## src/rtl/wishbone_mux_n.sv

```systemverilog
// N-slave Wishbone classic demultiplexer with a registered request/response FSM,
// error responses for unmapped addresses and ack timeouts, and a saturating error counter.
module wishbone_mux_n #(
    parameter int unsigned              NUM_SLAVES     = 4,
    parameter logic [32*NUM_SLAVES-1:0] BASE_ADDRS     = {32'h3000_C000, 32'h3000_8000,
                                                          32'h3000_4000, 32'h3000_0000},
    parameter logic [8*NUM_SLAVES-1:0]  ADDR_WIDTHS    = {8'd11, 8'd11, 8'd11, 8'd11},
    parameter int unsigned              TIMEOUT_CYCLES = 255,
    parameter logic [31:0]              ERR_DATA       = 32'hDEAD_BEEF
) (
    input  logic                       wb_clk_i,
    input  logic                       wb_rstn_i,
    input  logic                       wbs_stb_i,
    input  logic                       wbs_cyc_i,
    input  logic                       wbs_we_i,
    input  logic [3:0]                 wbs_sel_i,
    input  logic [31:0]                wbs_dat_i,
    input  logic [31:0]                wbs_adr_i,
    output logic                       wbs_ack_o,
    output logic                       wbs_err_o,
    output logic [31:0]                wbs_dat_o,
    output logic [NUM_SLAVES-1:0]      s_stb_o,
    output logic [NUM_SLAVES-1:0]      s_cyc_o,
    output logic                       s_we_o,
    output logic [3:0]                 s_sel_o,
    output logic [31:0]                s_dat_o,
    output logic [31:0]                s_adr_o,
    input  logic [NUM_SLAVES-1:0]      s_ack_i,
    input  logic [32*NUM_SLAVES-1:0]   s_dat_i,
    output logic                       err_irq_o,
    output logic [15:0]                err_count_o
);
    localparam int unsigned DW    = 32;
    localparam int unsigned AW    = 32;
    localparam int unsigned SW    = 4;
    localparam int unsigned CW    = 16;
    localparam int unsigned IDX_W = (NUM_SLAVES > 1) ? $clog2(NUM_SLAVES) : 1;
    localparam int unsigned TO_W  = (TIMEOUT_CYCLES > 2) ? $clog2(TIMEOUT_CYCLES) : 1;
    localparam bit          TO_EN = (TIMEOUT_CYCLES != 0);
    localparam logic [TO_W-1:0] TO_LAST = TO_W'(TO_EN ? TIMEOUT_CYCLES - 1 : 0);

    typedef struct packed {
        logic          we;
        logic [SW-1:0] sel;
        logic [DW-1:0] dat;
        logic [AW-1:0] adr;
    } req_t;

    typedef enum logic [1:0] {IDLE, BUSY, RESP} state_t;

    state_t           state_q, state_d;
    req_t             req_q;
    logic [IDX_W-1:0] idx_q, idx_d_c, hit_idx_c;
    logic [TO_W-1:0]  to_cnt_q;
    logic             hit_c, start_c, resp_err_c, sel_ack_c, timeout_c, enter_resp_c;

    // Address decode; scanning downwards lets the lowest matching index win.
    always_comb begin
        hit_c     = 1'b0;
        hit_idx_c = '0;
        for (int i = int'(NUM_SLAVES) - 1; i >= 0; i--) begin
            if ((wbs_adr_i >> ADDR_WIDTHS[8*i +: 8]) ==
                (BASE_ADDRS[32*i +: 32] >> ADDR_WIDTHS[8*i +: 8])) begin
                hit_c     = 1'b1;
                hit_idx_c = IDX_W'(i);
            end
        end
    end

    assign sel_ack_c    = s_ack_i[idx_q];
    assign timeout_c    = TO_EN && (to_cnt_q == TO_LAST);
    assign enter_resp_c = (state_d == RESP);
    assign idx_d_c      = start_c ? hit_idx_c : idx_q;

    always_ff @(posedge wb_clk_i or negedge wb_rstn_i) begin
        if (!wb_rstn_i) state_q <= IDLE;
        else            state_q <= state_d;
    end

    // Abort beats ack, and ack beats timeout.
    always_comb begin
        state_d    = state_q;
        start_c    = 1'b0;
        resp_err_c = 1'b0;
        case (state_q)
            IDLE: begin
                if (wbs_cyc_i && wbs_stb_i) begin
                    if (hit_c) begin
                        state_d = BUSY;
                        start_c = 1'b1;
                    end else begin
                        state_d    = RESP;
                        resp_err_c = 1'b1;
                    end
                end
            end
            BUSY: begin
                if (!wbs_cyc_i) begin
                    state_d = IDLE;
                end else if (sel_ack_c) begin
                    state_d = RESP;
                end else if (timeout_c) begin
                    state_d    = RESP;
                    resp_err_c = 1'b1;
                end
            end
            RESP:    state_d = IDLE;
            default: state_d = IDLE;
        endcase
    end

    // Request latch, timeout counter and registered master/slave outputs.
    always_ff @(posedge wb_clk_i or negedge wb_rstn_i) begin
        if (!wb_rstn_i) begin
            req_q       <= '0;
            idx_q       <= '0;
            to_cnt_q    <= '0;
            wbs_ack_o   <= 1'b0;
            wbs_err_o   <= 1'b0;
            wbs_dat_o   <= '0;
            err_irq_o   <= 1'b0;
            err_count_o <= '0;
            s_stb_o     <= '0;
            s_cyc_o     <= '0;
        end else begin
            if (start_c) begin
                req_q <= '{we: wbs_we_i, sel: wbs_sel_i, dat: wbs_dat_i, adr: wbs_adr_i};
                idx_q <= hit_idx_c;
            end
            if (start_c)                to_cnt_q <= '0;
            else if (state_q == BUSY)   to_cnt_q <= to_cnt_q + TO_W'(1);
            wbs_ack_o <= enter_resp_c;
            wbs_err_o <= enter_resp_c && resp_err_c;
            err_irq_o <= enter_resp_c && resp_err_c;
            if (enter_resp_c)
                wbs_dat_o <= resp_err_c ? ERR_DATA : s_dat_i[DW*idx_q +: DW];
            if (enter_resp_c && resp_err_c && (err_count_o != '1))
                err_count_o <= err_count_o + CW'(1);
            s_stb_o <= (state_d == BUSY) ? (NUM_SLAVES'(1) << idx_d_c) : '0;
            s_cyc_o <= (state_d == BUSY) ? (NUM_SLAVES'(1) << idx_d_c) : '0;
        end
    end

    assign s_we_o  = req_q.we;
    assign s_sel_o = req_q.sel;
    assign s_dat_o = req_q.dat;
    assign s_adr_o = req_q.adr;

endmodule

```

## config.mk

```make
export PLATFORM = sky130hd
export DESIGN_NAME = wishbone_mux_n
export DESIGN_NICKNAME = d
export VERILOG_FILES = /design/src/rtl/wishbone_mux_n.sv
export SDC_FILE = /design/constraint.sdc
export NUM_CORES = 1
export LEC_CHECK = 0
export ABC_AREA = 0
export CELL_PAD_IN_SITES_DETAIL_PLACEMENT = 1
export CELL_PAD_IN_SITES_GLOBAL_PLACEMENT = 2
export CORE_UTILIZATION = 26
export CTS_CLUSTER_DIAMETER = 50
export DETAILED_ROUTE_END_ITERATION = 8
export PLACE_DENSITY = 0.91
export SLEW_MARGIN = 15
export SYNTH_ARGS = -nofsm -noshare
export SYNTH_HDL_FRONTEND = slang
export SYNTH_SLANG_ARGS = --single-unit
```

## constraint.sdc

```tcl
create_clock -name wb_clk_i -period 2.9 [get_ports wb_clk_i]
set_input_delay 0.87 -clock wb_clk_i [delete_from_list [all_inputs] [get_ports wb_clk_i]]
set_output_delay 0.87 -clock wb_clk_i [all_outputs]
set_load 0.005 [all_outputs]
```

### Word-level counts from Yosys, hierarchy flattened

Cells that the tools add are included.

| storage, ports and cells | value |
|---|---|
| flip-flop bits (word level) | 135 |
| output and inout port bits | 128 |
| logic and storage cells | 61 |

| operators by class | value |
|---|---|
| add/sub/neg operators | 2 |
| magnitude comparators | 1 |
| equal/unequal tests | 9 |
| shifts and indexed selects | 2 |
| muxes and demuxes | 30 |
| reductions and logical operators | 5 |

Operator list:

| cell | count |
|---|---|
| $shiftx 128x8->32 | 1 |
| $eq 21x19->1 const B | 4 |
| $mux 32 | 1 |
| $mux 2 | 10 |
| $add 16x1->16 const B | 1 |
| $mux 8 | 2 |
| $ne 16x16->1 const B | 1 |
| $mux 1 | 13 |
| $add 8x1->8 const B | 1 |
| $eq 8x8->1 const B | 1 |
| $eq 2x1->1 const B | 2 |
| $mux 4 | 1 |
| $pmux 2 s2 | 1 |
| $shl 1x2->4 const A | 1 |
| $logic_and 1x1->1 | 3 |
| $lt 2x3->1 const B | 1 |
| $bmux 1 s2 | 1 |
| $eq 2x2->1 const B | 1 |
| $logic_not 2->1 | 1 |
| $pmux 1 s2 | 1 |
| $reduce_bool 2->1 | 1 |

### Longest topological paths before layout

Gate-level depths: netlist (run 1).

| logic depth | value |
|---|---|
| word-level depth | 11 |
| depth in mapped cells | 8 |
| depth with buffers taken out | 7 |

### Worst setup path after synthesis (run 1)

Ideal clock, no wire load.

| path | value |
|---|---|
| path type | input to register |
| start | in wbs_adr_i[19] |
| end | reg req_q, in the netlist s_adr_o[10] |
| setup time | 0.125 ns |
| arrival time | 2.250 ns |
| required time | 2.775 ns |
| slack | 0.525 ns |
| cell stages on the path | 6 |
| buffers on the path | 2 |
| cell sequence | nor4_1 and4_1 and3_1 buf_2 buf_2 mux2_2 |

| on the way | value |
|---|---|
| longest elaborated chain between the ends | 8 |
| elaborated cells on any way between the ends | 11 |
| classes of those cells | 4 x eq/ne; 7 x mux |

Ends and longest elaborated chain:

| element | line | source |
|---|---|---|
| start: declaration | 18 | `input logic [31:0] wbs_adr_i,` |
| $eq 21x19->1 | 62 | `if ((wbs_adr_i >> ADDR_WIDTHS[8*i +: 8]) ==` |
| $mux 1 (3 in series) | 62 |  |
| $mux 1 * | 62 |  |
| $mux 1 * | 88 | `if (hit_c) begin` |
| $mux 1 * | 87 | `if (wbs_cyc_i && wbs_stb_i) begin` |
| $mux 1 * | 85 | `case (state_q)` |
| end signal: assignment | 127 | `req_q <= '{we: wbs_we_i, sel: wbs_sel_i, dat: wbs_dat_i, adr: wbs_adr_i};` |
| end: declaration | 52 | `req_t req_q;` |

Mark *: on every way between the ends. The rest lies on a longest branch, timed or not.
A chain may end at the register's enable or synchronous reset.

### Final worst setup path (run 1)

| path | value |
|---|---|
| start | in s_ack_i[3] |
| end | reg wbs_dat_o[18] |

| on the way | value |
|---|---|
| longest elaborated chain between the ends | 6 |
| elaborated cells on any way between the ends | 10 |
| classes of those cells | 1 x eq/ne; 9 x mux |

Ends and longest elaborated chain:

| element | line | source |
|---|---|---|
| start: declaration | 28 | `input logic [NUM_SLAVES-1:0] s_ack_i,` |
| $bmux 1 s2 * | 70 | `assign sel_ack_c = s_ack_i[idx_q];` |
| $mux 1 (not written as such) * | 70 |  |
| $mux 2 / $mux 1 (equally long branches) | 100 | `end else if (sel_ack_c) begin` |
| $mux 2 / $mux 1 (equally long branches) | 98 | `if (!wbs_cyc_i) begin` |
| $pmux 2 s2 / $pmux 1 s2 (equally long branches) | 85 |  |
| $eq 2x2->1 / $mux 32 (equally long branches) | 72, 136 |  |
| end signal: assignment | 136 | `wbs_dat_o <= resp_err_c ? ERR_DATA : s_dat_i[DW*idx_q +: DW];` |
| end: declaration | 21 | `output logic [31:0] wbs_dat_o,` |

Mark *: on every way between the ends. The rest lies on a longest branch, timed or not. The select of a mux whose other input is x is not followed.

==> qor.yml, run 1 <==
critical_path:
  crit_path_max_incr_delay_ns: 0.75
  end_kind: "register"
  critical_path_required_ns: 3.25
  critPathLaunchType: "primary input"
  path_class: "in2reg"
  worstPathMaxFanout: 24
  critPathSlowestCell: "nor2_2"
  crit_path_cell_trace: "clkdlybuf4s50_1, mux4_2, a21oi_2, nor2_2, o22ai_1, nand2_1"
  arrival_ns: 2.84
routing:
  vias_per_cell: 4.61
  drcViolationCount: 0
  wire_per_inst_um: 19.0
  first_pass_iters: 4
  ant_nets: 0
  drt_iter0_drc: 188
  wl_um: 21700
  vias: 5261
run_status:
  status: "finished, final reports clean"
floorplanning:
  die_h_um: 157
  die_area_um2: 24700
  core_um2: 23500
  num_io_pins: 333
  rows: 56
  die_width_um: 157
  floorplan.initialDensity_pct: 26.6
synth:
  syn-mean-instance-area_um2: 13.2
  synthCells: 476
  synth_edf_count: 0
  syn_nets: 684
  ys_seq_area_share_pct: 53.9
  synth.top_cell.area_share_pct: 53.9
  synth-async-reset-ratio_pct: 100
  synthFlopType: "dfrtp_1"
  syn_area_um2: 6270
  ys_top_cells_by_area: "dfrtp_1 (54%), mux4_2 (12%), mux2_2 (9.0%), o22ai_1 (2.8%), nand2_1 (2.5%)"
  synth_seq_cells: 135
  yosys.area.top_type: "dfrtp_1"
  synth.distinct_cells: 43
  yosysWarnings: 0
sta:
  finalMaxSlewViolations: 0
  worstMarginPinSlew_ns: 0.958
  max-slew-margin-rel_pct: 36.0
  fmax_ghz: 0.402
  finalCriticalPeriod_ns: 2.49
  setup_viol: 0
  whs_ns: 0.401
  hold_viol: 0
  grt_setup_unrepaired: "false"
  period_share_pct: 85.8
  skew_ns: 0.0102
place:
  portBuffers: 332
  gp_congestion: 0.720
  hpwl_um: 16600
clock_tree:
  cts_setup_buffers: 0
  cts_root_buffer: "clkbuf_16"
  cts_tree: "yes"
  cts_buffers: 17
  clkLatencyLatePin_ns: 0.42
  clk_path_buf_depth: 2
  hold_buffers: 0
  numClockSinks: 135
  cts_htree_levels: 4
  ctsResizeCount: 0
  cts.reportedPaths.clkPinSlew_ns: 0.06
power_and_ir_drop:
  leakage_uw: 0.00435
  power.density_nw_per_um2: 454
  vdd_drop_max_v: 0.000382
  power_uw: 4810
finish:
  multi_input_area_um2: 2650
  fill_cells: 2504
  drive_above_1_share_pct: 19.0
  seqCellArea_um2: 3380
  final_nets: 1016
  synthToLayoutAreaGrowth_pct: 68.9
  diodes: 0
job:
  cap_viol_max_count: 0
grt:
  grt_use_total_pct: 17.6
  antenna_found_initial: 0
  grt.overflow.total: 0
  grt_pass1_wl_um: 32900
  grt_max_degree: 50
  grt_pass1_vias: 5758
min_path:
  hold_path_class: "in2async"
## state kept, by name, indices dropped and copies added, names as in the netlist
name,cells
err_irq_o,1
s_dat_o,32
s_sel_o,4
wbs_dat_o,32
s_adr_o,32
err_count_o,16
s_cyc_o,4
s_we_o,1
state_q,2
to_cnt_q,8
idx_q,2
wbs_ack_o,1
## final cells by class
| cell class | instances | area share, % |
|---|---|---|
| clock inverter | 15 | 1.71 |
| sequential | 135 | 31.9 |
| inverter | 7 | 0.248 |
| clock buffer | 17 | 4.02 |
| timing repair buffer | 348 | 33.3 |
| tap | 319 | 3.77 |
| multi-input combinational | 299 | 25.1 |
## Yosys cell counts, types with 6 or more instances
cell type	n
nand2_1	42
clkbuf_1	9
a22oi_1	8
and3_1	6
inv_1	7
xnor2_1	14
nand3_1	9
buf_6	6
dfrtp_1	135
mux4_2	33
o21ai_0	12
buf_2	11
o22ai_1	28
mux2_2	50
nor2b_1	18
o211ai_2	10
buf_4	6
nor2_1	21
## stage by stage
step           std cells  TNS (ns)  setup slack (ns)  util [%]  area [um^2]
3_5_place_dp        1108     -2.94           -0.0606      42.4         9980
2_1_floorplan        476         0             0.525         -         6270
3_3_place_gp        1108     -2.96           -0.0652      42.4         9980
6_report            1140         0             0.413      45.0        10600
4_1_cts             1140         0             0.376      45.0        10600
5_1_grt             1140         0             0.316      45.0        10600
## path summary, 6_finish.rpt
path / start / to / slack, ns / depth (start not counted)
max in group asynchronous: wb_rstn_i / s_adr_o[18] / 1.79 / 2
worst max register to register: err_count_o[3] / err_count_o[1] / 0.63 / 5
worst min register to register: s_adr_o[28] / s_adr_o[28] / 0.48 / 1
worst max-delay path: s_ack_i[3] / wbs_dat_o[18] / 0.41 / 6
worst min-delay path: wb_rstn_i / wbs_dat_o[26] / 0.40 / 1
min in group wb_clk_i: s_adr_o[28] / s_adr_o[28] / 0.48 / 1
## metal layers
metal  share of wire (%)  vias up  global-route usage (%)
met3                 9.6       14                    6.75
met1                  39     2619                    19.7
met5                   0        -                       0
li1                    -     2406                       -
met4                0.69        0                    4.16
met2                  51      222                    31.3
## worst max-delay path, delay by kind of cell
kind                   cells  cell delay (ns)
multiplexers               1             0.37
AO/OA/AOI/OAI              2             0.28
AND/OR/NAND/NOR            2             0.86
buffers and inverters      1             0.46
## cell families after synthesis
logic type | after synthesis | share of synthesized area [%]
DFF | 135 | 53.9
and+or+nand+nor | 124 | 9.96
muxes | 84 | 21.1
AOI/OAI and AO/OA | 73 | 8.52
buffers and inverters | 42 | 3.83
xor gates and xnor gates | 15 | 2.10
adders and majority gates | 3 | 0.599
## report_power, final
part | leakage [uW] | internal (uW) | total [uW] | switching (uW)
combinational | 0.00236 | 398 | 576 | 178
sequential | 0.00170 | 1920 | 1980 | 60.6
clock | 0.000293 | 1310 | 2250 | 948
## placed cells by master (no fill, tap or decap), types with 4 or more instances in the layout
| cell | instances |
|---|---|
| clkdlybuf4s50_1 | 331 |
| dfrtp_1 | 134 |
| mux2_2 | 50 |
| nand2_1 | 42 |
| mux4_2 | 33 |
| o22ai_1 | 28 |
| nor2_1 | 21 |
| nor2b_1 | 18 |
| clkbuf_16 | 17 |
| xnor2_1 | 14 |
| o21ai_0 | 12 |
| o211ai_2 | 10 |
| buf_4 | 10 |
| nand3_1 | 9 |
| a22oi_1 | 8 |
| inv_1 | 7 |
| buf_12 | 6 |
| and3_1 | 5 |
| nand4_1 | 5 |
| inv_6 | 5 |
| nor4_1 | 4 |
| inv_8 | 4 |
Note: power is estimated with default switching activity, not from simulation.
==> run 2, diff against run 1 <==
--- a/config.mk
+++ b/config.mk
@@ -8,6 +8,7 @@
 export ABC_AREA = 0
 export CELL_PAD_IN_SITES_DETAIL_PLACEMENT = 1
 export CELL_PAD_IN_SITES_GLOBAL_PLACEMENT = 2
+export CORE_ASPECT_RATIO = 1.1
 export CORE_UTILIZATION = 26
 export CTS_CLUSTER_DIAMETER = 50
 export DETAILED_ROUTE_END_ITERATION = 8
==> run 2 against run 1 <==
Compared with the run above:
- global-route usage fell by 0.28 points
- first-iteration DRC count decreased by 32%
- setup slack worse by 0.067 ns
- via count rose by 1.3%
- largest power group unchanged
- clock skew up 0.011 ns
- critical path type unchanged
- count of clock-buffer cells in the layout stayed put
- clock power down 10%
- sequential power about the same
- die area barely moved
- non-clock buffer count is 7 higher
==> qor.yml, run 2 (same netlist as run 1, synthesis figures left out) <==
finish:
  drive_above_1_share_pct: 19.7
  fin_util_pct: 44.7
  layout_commonest_cell: "clkdlybuf4s50_1"
  final_cell_mix: "clkdlybuf4s50_1 (331), dfrtp_1 (134), mux2_2 (50)"
  final_nets: 1023
  stdcell_count: 1134
  synthToLayoutAreaGrowth_pct: 68.7
sta:
  skew_ns: 0.0216
  setup_viol: 0
  finalCriticalPeriod_ns: 2.55
  whs_ns: 0.432
  finalMaxSlewViolations: 0
  grt_setup_unrepaired: "false"
  fmax_ghz: 0.391
  hold_viol: 0
  max-slew-margin-rel_pct: 31.4
  period_share_pct: 88.1
  worstMarginPinSlew_ns: 1.03
job:
  cap_viol_max_count: 0
power_and_ir_drop:
  power.density_nw_per_um2: 433
  p_sw_uw: 1150
  p_int_uw: 3430
  vdd_drop_max_v: 0.000367
  p_clk_share_pct: 44.1
  p_seq_share_pct: 43.2
  swShare_pct: 25.1
  combPwrFrac_pct: 12.7
  power_uw: 4580
  leakage_uw: 0.00436
place:
  hpwl_um: 16600
  numPlacedInstances: 1101
  portBuffers: 332
  gp_congestion: 0.738
floorplanning:
  die_h_um: 165
  floorplan.initialDensity_pct: 26.5
  num_io_pins: 333
  die_area_um2: 24700
  core_um2: 23600
  rows: 59
  die_width_um: 150
grt:
  grt_max_degree: 61
  grt.overflow.total: 0
  grt_pass1_vias: 5741
  antenna_found_initial: 1
  grt_use_total_pct: 17.3
  grt_pass1_wl_um: 32300
clock_tree:
  cts_htree_levels: 4
  cts_root_buffer: "clkbuf_16"
  hold_buffers: 0
  cts_buffers: 17
  cts_setup_buffers: 0
  ctsResizeCount: 0
  numClockSinks: 135
  clk_path_buf_depth: 2
  cts.reportedPaths.clkPinSlew_ns: 0.07
  cts_tree: "yes"
  clkLatencyLatePin_ns: 0.43
routing:
  first_pass_iters: 4
  vias: 5331
  drcViolationCount: 0
  wire_per_inst_um: 19.0
  ant_nets: 0
  drt_iter0_drc: 128
  vias_per_cell: 4.70
  wl_um: 21500
critical_path:
  critPathLaunchType: "primary input"
  path_class: "in2reg"
  worstPathMaxFanout: 24
  crit_path_cell_trace: "clkdlybuf4s50_1, mux4_2, a21oi_2, nor2_2, o22ai_1, nand2_1"
  rrSetupSlack_ns: 0.67
  critPathSlowestCell: "nor2_2"
  arrival_ns: 2.91
  critical_path_required_ns: 3.25
  crit_path_max_incr_delay_ns: 0.80
  end_kind: "register"
run_status:
  status: "finished, final reports clean"
min_path:
  hold_path_class: "in2async"
-- run 2: worst paths after layout --
path	startpoint	endpoint	depth (start not counted)
min in group wb_clk_i	s_adr_o[29]	s_adr_o[29]	1
worst min-delay path	wb_rstn_i	idx_q[0]	1
worst max-delay path	s_ack_i[2]	wbs_dat_o[7]	6
worst min register to register	s_adr_o[29]	s_adr_o[29]	1
max in group asynchronous	wb_rstn_i	s_sel_o[2]	2
worst max register to register	to_cnt_q[0]	wbs_dat_o[7]	7
-- run 2: layer usage --
metal / GRT usage [%] / routed length (um) / share of wire (%) / vias to the layer above
li1: - / - / - / 2432
met1: 19.6 / 8400 / 39 / 2630
met2: 30.2 / 10700 / 50 / 250
met3: 6.02 / 2100 / 9.7 / 19
met4: 5.97 / 345 / 1.6 / 0
met5: 0 / 0 / 0 / -
-- run 2: power groups by stage --
stage / clock network [uW] / logic, uW / registers (uW)
finish: 2020 / 581 / 1980
global route: 2150 / 626 / 1990
CTS: 2090 / 593 / 1980
detailed placement: 0 / 586 / 2010
global placement: 0 / 579 / 2010
floorplan: 0 / 134 / 2000
-- run 2: cell type report --
cell class / count / area (um^2)
clock buffers: 17 / 425
clock inverters: 15 / 116
multi-input cells: 299 / 2650
repair buffers: 355 / 3580
diodes: 1 / 2.50
fillers: 2488 / 13100
flip-flops and latches: 135 / 3380
inverters: 7 / 26.3
well taps: 305 / 382
-- run 2: worst max-delay path, delay by kind of cell --
family / cells / cell delay [ns]
AND/OR/NAND/NOR: 2 / 0.91
AO/OA/AOI/OAI: 2 / 0.27
multiplexers: 1 / 0.38
buffers and inverters: 1 / 0.46
-- run 2: through the flow --
stage          setup WS (ns)  instance area, um^2  setup TNS, ns
6_report               0.346                10600              0
5_1_grt                0.186                10600              0
4_1_cts                0.339                10600              0
3_5_place_dp          -0.103                10000          -4.87
3_3_place_gp         -0.0537                10000          -2.19
2_1_floorplan          0.525                 6270              0
==> run 3, diff against run 2 <==
--- a/config.mk
+++ b/config.mk
@@ -12,7 +12,9 @@
 export CORE_UTILIZATION = 26
 export CTS_CLUSTER_DIAMETER = 50
 export DETAILED_ROUTE_END_ITERATION = 8
+export GPL_TIMING_DRIVEN = 0
 export PLACE_DENSITY = 0.91
+export REMOVE_ABC_BUFFERS = 1
 export SLEW_MARGIN = 15
 export SYNTH_ARGS = -nofsm -noshare
 export SYNTH_HDL_FRONTEND = slang
==> run 3 against run 2 <==
Compared with the run above:
- global-route usage decreased by 1.1 points
- wire length decreased by 6.5%
- sequential power about the same
- utilization decreased by 0.26 points
- die area unchanged
- largest cell class unchanged
- via count decreased by 1.5%
==> qor.yml, run 3 (same netlist as run 1, synthesis figures left out) <==
critical_path:
  rrSetupSlack_ns: 0.20
  startpoint: "wbs_adr_i[26]"
  critical_path_required_ns: 3.20
  worstPathMaxFanout: 53
  critPathLaunchType: "primary input"
  path_class: "in2reg"
  end_kind: "register"
  reg2reg_depth: 5
  arrival_ns: 3.03
  r2r_start: "idx_q[0]"
  r2r-end: "err_count_o[1]"
sta:
  hold_viol: 0
  finalMaxSlewViolations: 0
  fmax_ghz: 0.366
  skew_ns: 0.0170
  period_share_pct: 94.2
  whs_ns: 0.347
  max-slew-margin-rel_pct: 30.0
  grt_setup_unrepaired: "false"
  worstMarginPinSlew_ns: 1.05
  finalCriticalPeriod_ns: 2.73
  setup_viol: 0
power_and_ir_drop:
  vdd_drop_max_v: 0.000267
  leakage_uw: 0.00429
  power_uw: 4720
  power.density_nw_per_um2: 450
grt:
  grt_pass1_wl_um: 30600
  antenna_found_initial: 0
  grt_pass1_vias: 5602
  grt_max_degree: 87
  grt.overflow.total: 0
  grt_use_total_pct: 16.2
floorplanning:
  num_io_pins: 333
  die_width_um: 150
  core_um2: 23600
  die_h_um: 165
  rows: 59
  die_area_um2: 24700
  floorplan.initialDensity_pct: 26.5
routing:
  met3_length_um: 1270
  wl_um: 20100
  vias_per_cell: 4.71
  wire_per_inst_um: 18.0
  drcViolationCount: 0
  vias: 5253
  ant_nets: 0
  first_pass_iters: 4
  wl_met1_um: 7750
  wl_met2_um: 10900
  drt_iter0_drc: 145
  topRoutingLayerUsed: "met4"
finish:
  layout_commonest_cell: "clkdlybuf4s50_1"
  synthToLayoutAreaGrowth_pct: 67.7
  final_cell_mix: "clkdlybuf4s50_1 (331), dfrtp_1 (133), mux2_2 (50)"
  fill_cells: 2513
  seqCellArea_um2: 3380
  final_nets: 1005
  multi_input_area_um2: 2690
  drive_above_1_share_pct: 18.4
  fin_util_pct: 44.5
min_path:
  hold_path_class: "in2async"
place:
  hpwl_um: 15400
  gp_congestion: 0.747
  portBuffers: 332
clock_tree:
  clk_path_buf_depth: 2
  cts_buffers: 17
  cts_tree: "yes"
  numClockSinks: 135
  cts_setup_buffers: 0
  cts_root_buffer: "clkbuf_16"
  cts.reportedPaths.clkPinSlew_ns: 0.07
  cts_htree_levels: 4
  clkLatencyLatePin_ns: 0.42
job:
  cap_viol_max_count: 0
run_status:
  status: "finished, final reports clean"
==> run 3: cell count changes in the layout (fill, tap and decap cells not counted), sizes merged <==
cell,before,now
buf,24,5
clkinv,6,3
inv,14,16
and3,8,9
bufinv,0,1
==> run 3: how the worst max path moves through the flow <==
| stage | end | slack [ns] | cells past startpoint |
|---|---|---|---|
| 3_5_place_dp | s_dat_o[0] | -0.39 | 6 |
| 6_report | s_we_o | 0.17 | 6 |
| 5_1_grt | err_count_o[1] | 0.04 | 5 |
| 2_1_floorplan | idx_q[1] | -0.64 | 4 |
| 3_3_place_gp | s_sel_o[2] | -4.75 | 1 |
| 4_1_cts | s_dat_o[0] | 0.06 | 6 |
==> run 3: cell type report <==
class,instances,share of cell area [%]
Clock inverter,15,1.74
Clock buffer,17,4.05
Multi-Input combinational cell,300,25.6
Antenna cell,1,0.0238
Tap cell,305,3.63
Timing Repair Buffer,336,32.6
Sequential cell,135,32.2
Inverter,7,0.250
==> run 3: what timing repair did <==
action,in CTS,in global routing
setup endpoints to repair,14,59
endpoints found under the hold margin,0,0
pin swaps,0,1
resized for setup,1,3
hold buffers,0,0
gates cloned,0,1
==> run 3: worst max-delay path, cell delays in order <==
cell and delay, ns:
clkdlybuf4s50_1 0.39, nor4_1 0.32, and4_2 0.39, and3_4 0.36, buf_16 0.27, mux2_2 0.38
==> run 3: routing by layer <==
layer  global-route usage [%]  vias to the layer above
li1                         -                     2404
met1                     18.7                     2651
met2                     28.7                      184
met3                     4.83                       14
met4                     4.96                        0
met5                        0                        -
==> run 3: stage by stage <==
| step | cell area [um^2] | TNS (ns) | setup slack, ns | instances |
|---|---|---|---|---|
| detailed placement | 9880 | -23.97 | -0.386 | 1082 |
| finish | 10500 | 0 | 0.168 | 1116 |
| CTS | 10500 | 0 | 0.0628 | 1114 |
| global route | 10500 | 0 | 0.0423 | 1115 |
| global placement | 9760 | -849.47 | -4.75 | 1078 |
| floorplan | 6050 | -47.09 | -0.641 | 441 |
==> run 3: report_power, final <==
group          total [uW]  leakage [uW]  switching, uW  internal [uW]
clock                2200      0.000291            958           1240
combinational         556       0.00230            164            392
sequential           1970       0.00170           52.6           1920
